===== config.mk =====
export PLATFORM = sky130hd
export DESIGN_NAME = p_sa_sync_filt_bank
export DESIGN_NICKNAME = d
export VERILOG_FILES = /design/src/rtl/p_sa_sync_filt_bank.sv
export SDC_FILE = /design/constraint.sdc
export NUM_CORES = 1
export LEC_CHECK = 0
export ABC_AREA = 1
export CAP_MARGIN = 40
export CORE_AREA = 2 2 39 41
export CTS_CLUSTER_SIZE = 14
export DETAILED_ROUTE_END_ITERATION = 10
export DIE_AREA = 0 0 41 43
export RECOVER_POWER = 50
export SETUP_SLACK_MARGIN = 0.3
export SLEW_MARGIN = 10
export SYNTH_ARGS = -nofsm -noshare
export SYNTH_HDL_FRONTEND = slang
export SYNTH_SLANG_ARGS = --single-unit

===== constraint.sdc =====
create_clock -name DST_CLK -period 1 [get_ports DST_CLK]
set_input_delay 0.1 -clock DST_CLK [delete_from_list [all_inputs] [get_ports DST_CLK]]
set_output_delay 0.1 -clock DST_CLK [all_outputs]
set_load 0.05 [all_outputs]

===== src/rtl/p_sa_sync_filt_bank.sv =====
// p_sa_sync_filt_bank: bank of STAGES-deep level synchronisers with debounce filter and edge pulses (optional SA_SYNC_TEST_BYPASS_EN adds TEST_MODE bypass)
module p_sa_sync_filt_bank #(
  parameter int WIDTH = 1,
  parameter int STAGES = 3,
  parameter int DEB_CYC = 0,
  parameter logic [WIDTH-1:0] RST_VAL = {WIDTH{1'b0}}
) (
  input  logic             DST_CLK,
  input  logic             DST_CLR,
`ifdef SA_SYNC_TEST_BYPASS_EN
  input  logic             TEST_MODE,
`endif
  input  logic [WIDTH-1:0] D,
  output logic [WIDTH-1:0] Q,
  output logic [WIDTH-1:0] RISE,
  output logic [WIDTH-1:0] FALL,
  output logic             ANY_CHG
);
  localparam int CW = (DEB_CYC > 0) ? $clog2(DEB_CYC + 1) : 1;
  if (STAGES < 2 || STAGES > 4) begin : g_bad_stages
    $error("p_sa_sync_filt_bank: STAGES must be 2..4");
  end
  (* async_reg = "true" *) logic [STAGES-1:0][WIDTH-1:0] sync_q;
  logic [STAGES-1:0][WIDTH-1:0] sync_d;
  logic [WIDTH-1:0][CW-1:0] cnt_q, cnt_d;
  logic [WIDTH-1:0] q_q, q_d, rise_q, rise_d, fall_q, fall_d, syn, upd;
  logic any_q, any_d;
  // pure shift chain, then per-channel debounce and pulse generation
  always_comb begin
    sync_d = {sync_q[STAGES-2:0], D};
    syn = sync_q[STAGES-1];
    upd = '0;
    cnt_d = '0;
    for (int i = 0; i < WIDTH; i++) begin
      upd[i] = (syn[i] != q_q[i]) && (cnt_q[i] == CW'(DEB_CYC));
      cnt_d[i] = (syn[i] == q_q[i] || upd[i]) ? '0 : cnt_q[i] + CW'(1);
    end
    q_d = (q_q & ~upd) | (syn & upd);
    rise_d = upd & syn;
    fall_d = upd & ~syn;
    any_d = |(rise_d | fall_d);
`ifdef SA_SYNC_TEST_BYPASS_EN
    if (TEST_MODE) begin
      q_d = D;
      cnt_d = '0;
      rise_d = '0;
      fall_d = '0;
      any_d = 1'b0;
    end
`endif
  end
  // all state cleared asynchronously so in-flight transitions are dropped
  always_ff @(posedge DST_CLK or posedge DST_CLR) begin
    if (DST_CLR) begin
      sync_q <= {STAGES{RST_VAL}};
      cnt_q <= '0;
      q_q <= RST_VAL;
      rise_q <= '0;
      fall_q <= '0;
      any_q <= 1'b0;
    end else begin
      sync_q <= sync_d;
      cnt_q <= cnt_d;
      q_q <= q_d;
      rise_q <= rise_d;
      fall_q <= fall_d;
      any_q <= any_d;
    end
  end
  assign Q = q_q;
  assign RISE = rise_q;
  assign FALL = fall_q;
  assign ANY_CHG = any_q;
endmodule


Word level (Yosys, flattened, before mapping)
Index checks and enable logic that the tools add are counted.
W data, S select, Z words.
Word-level totals
  output and inout bits: 4
  logic and storage cells: 22
  input port bits: 3
  register bits after elaboration: 8
Cells by class
  equality and inequality tests: 2
  muxes and demuxes: 1
  bitwise operators: 8
  reductions and logical operators: 2
  add/sub/neg operators: 1
Operator list (number)
  $and A1 B1 Y1: 3
  $not A1 Y1: 3
  $or A1 B1 Y1: 2
  $add A1 B1 Y1 const B: 1
  $eq A1 B1 Y1: 1
  $logic_and A1 B1 Y1: 1
  $logic_or A1 B1 Y1: 1
  $mux W1: 1
  $ne A1 B1 Y1: 1

Logic depth before layout (Yosys ltp)
  word-level depth: 5
  gate-level depth with buffers: 3
  gate-level depth less buffers: 3

Worst setup path before layout
No wires, ideal clock.
  path kind: flip-flop to flip-flop
  from: register with a tool-made name
  to: register any_q (netlist: ANY_CHG)
  stages on the path, launching flop included: 4
  setup slack: 0.028 ns
  arrival: 0.852 ns
  buffers on the path: 0
  library setup time: 0.120 ns
  period minus slack after synthesis: 0.972 ns
  required time: 0.880 ns
  path through: dfrtp_1 nand2_1 inv_1 nor2_1
RTL lines
  to (signal assigned): RTL line 67  | any_q <= any_d;
  to (decl): RTL line 27  | logic any_q, any_d;

==> impl_metrics.py <==
metrics = {
    "outcome": {
        "outcome": "finished clean",
    },
    "logic_synthesis": {
        "yosys.area_share.simple_pct": 9.852,
        "synthMuxAreaShare_pct": 0,
        "synth_area_per_cell_um2": 12.70,
        "ys_warn_count": 0,
        "syn_inst": 20,
        "post-synth-top-area-cell": "dfrtp_1",
        "synth_fa_ha_area_share_pct": 0,
        "synth_xor_area_share_pct": 0,
        "synth.top_cells.by_area": "dfrtp_1 (79%), inv_1 (4.4%), nor3_2 (3.9%), o21ai_1 (3.9%), nand2_1 (3.0%)",
        "yosysUniqueCellTypes": 8,
        "synth_common_cells": "dfrtp_1 (8), inv_1 (3), nand2_1 (2), nor2_1 (2), o21ai_1 (2)",
        "synth_top_family_by_area": "simple AND/OR/NAND/NOR gates",
        "synth_fp_nets": 23,
        "synth-seq-cells": 8,
        "synth_top_area_share_pct": 78.82,
        "synth_compound_area_share_pct": 3.941,
        "synth_most_common_cell": "dfrtp_1",
        "async_reset_ff_share_pct": 100.0,
        "syn_area_um2": 254.0,
        "synth-edff-count": 0,
        "yosysSeqAreaShare_pct": 78.82,
        "synthFlopType": "dfrtp_1",
    },
    "job": {
        "cap_viol_max_count": 0,
    },
    "clock_tree": {
        "clock_latency_ns": 0.25,
        "htreeDepth": 1,
        "cts_root_buf": "clkbuf_4",
        "clk_path_buf_depth": 2,
        "tritoncts": "yes",
        "cts_hold_buf": 0,
        "cts.sinks": 8,
        "clk_pin_slew_worst_paths_ns": 0.05,
        "cts_buffers": 3,
    },
    "detailed_routing": {
        "wirelength_um": 328,
        "route.detailed.drc": 0,
        "ant_nets": 0,
        "routedWlPerCell_um": 6.979,
        "drtIter0Drc": 2,
        "drt_pass1_iterations": 2,
        "viasPerCell": 3.574,
        "num_vias": 168,
    },
    "critical_path": {
        "worstPathMaxFanout": 2,
        "path_cells": "buf_12",
        "critPathBufInv": 1,
        "path_delay_family": "flip-flops",
        "crit_path_end_kind": "primary output",
        "cp-start-kind": "flip-flop",
        "cp.required_ns": 0.90,
        "max_stage_delay_ns": 0.42,
        "cp.arrival_ns": 0.82,
        "slowest_stage": "dfrtp_2",
        "regToRegSetupSlack_ns": 0.15,
        "critical_path_class": "reg -> out",
    },
    "final_layout": {
        "fin_area_um2": 409.1,
        "final_nets": 35,
        "areaGrowthSynthToFinish_pct": 61.08,
        "n_antenna_cell": 0,
        "drive_above_1_share_pct": 38.71,
    },
    "placed_design": {
        "io_buffer_count": 6,
        "gp_congestion": 0.6834,
        "post_dp_cell_area_um2": 375.4,
        "dpl.hpwl_um": 254.5,
    },
    "timing": {
        "rsz0062_at_grt": "yes",
        "slew_violations": 0,
        "finalCritPeriodShare_pct": 91.93,
        "skew_ns": 0.003390,
        "finalSetupViolations": 0,
        "hold_viol": 0,
        "clock.fmax_mhz": 1088,
        "post-route-min-period_ns": 0.9193,
        "tns_ns": 0,
        "fin_hold_ws_ns": 0.2240,
    },
    "power": {
        "seqPwrFrac_pct": 49.0,
        "power.total_mw": 0.7328,
        "p_leak_nw": 0.1972,
        "intPower_mw": 0.5529,
        "ir_drop_v": 0.001017,
        "switchingPower_mw": 0.1799,
        "powerDensity_mw_per_mm2": 1791,
        "swShare_pct": 24.55,
        "clockPowerShare_pct": 34.6,
        "combPwrFrac_pct": 16.4,
    },
    "grt": {
        "grt_pass1_vias": 138,
        "antenna_found_initial": 0,
        "grt_first_pass_wirelength_um": 510,
        "grt_overflow": 0,
        "grtUsageTotal_pct": 4.670,
        "grt_max_degree": 9,
    },
    "floorplan": {
        "pin_count": 7,
        "die_x_um": 41,
        "core_area_mm2": 0.001384,
        "die-area_mm2": 0.001763,
        "initial_core_util_pct": 18.35,
        "rows": 14,
        "die-height_um": 43,
    },
    "min_path": {
        "min_path_type": "in -> async",
    },
}
==> layout make-up <==
cell class              instances  area (um^2)
fillers                       135        974.7
flip-flops and latches          8        201.4
well taps                      16        20.02
multi-input cells               8        38.79
inverters                       4        15.01
repair buffers                  7        107.6
clock buffers                   4        26.28
==> kinds of logic after synthesis <==
| group | count (synthesis) |
|---|---|
| compound gates | 2 |
| buf+inv | 4 |
| flops | 8 |
| other cells | 1 |
| simple gates | 5 |
==> layer usage <==
| metal | global-route usage, % | up-vias | share of wire (%) |
|---|---|---|---|
| met1 | 4.667 | 82 | 44 |
| met2 | 6.250 | 8 | 46 |
| met5 | 0 | - | 0 |
| met4 | 0 | 0 | 0 |
| met3 | 6.283 | 0 | 10 |
| li1 | - | 78 | - |
==> final timing paths <==
check,start,to,cells past startpoint
min reg2reg,sync_q[0],sync_q[1],0
max in group asynchronous,DST_CLR,asynchronous set/reset pin,2
max reg2reg,flip-flop,ANY_CHG,3
min in group DST_CLK,sync_q[0],sync_q[1],0
max,flip-flop,Q,1
min,DST_CLR,sync_q[0],2
==> power groups by stage <==
stage / Sequential [mW] / Combinational [mW] / Clock (mW)
after global routing: 0.359 / 0.126 / 0.298
after global placement: 0.366 / 0.113 / 0
final: 0.359 / 0.120 / 0.254
after floorplan: 0.398 / 0.0187 / 0
after CTS: 0.359 / 0.122 / 0.264
after detailed placement: 0.367 / 0.113 / 0
==> through the flow <==
step / instances / setup slack [ns] / util [%]
3_5_place_dp: 42 / 0.2778 / 27.12
6_report: 47 / 0.08073 / 29.57
4_1_cts: 47 / 0.07224 / 29.57
3_3_place_gp: 42 / 0.2843 / 27.12
2_1_floorplan: 20 / 0.1789 / -
5_1_grt: 47 / 0.05186 / 29.57
==> timing repair <==
action | in CTS | in global routing
gates cloned | 0 | 0
pin swaps | 0 | 1
hold endpoints to repair | 0 | 0
endpoints found under the setup margin | 7 | 8
gates resized for setup | 1 | 0
buffers inserted | 1 | 0
==> layout by cell type, fill, tap and decap left out, drive strengths merged <==
cell type / n
buf: 5
nor3: 1
nand2: 2
clkbuf: 4
dfrtp: 8
conb: 1
nor2: 2
o21ai: 2
inv: 4
dlygate4sd3: 2
Note: power is estimated with default switching activity, not from simulation.
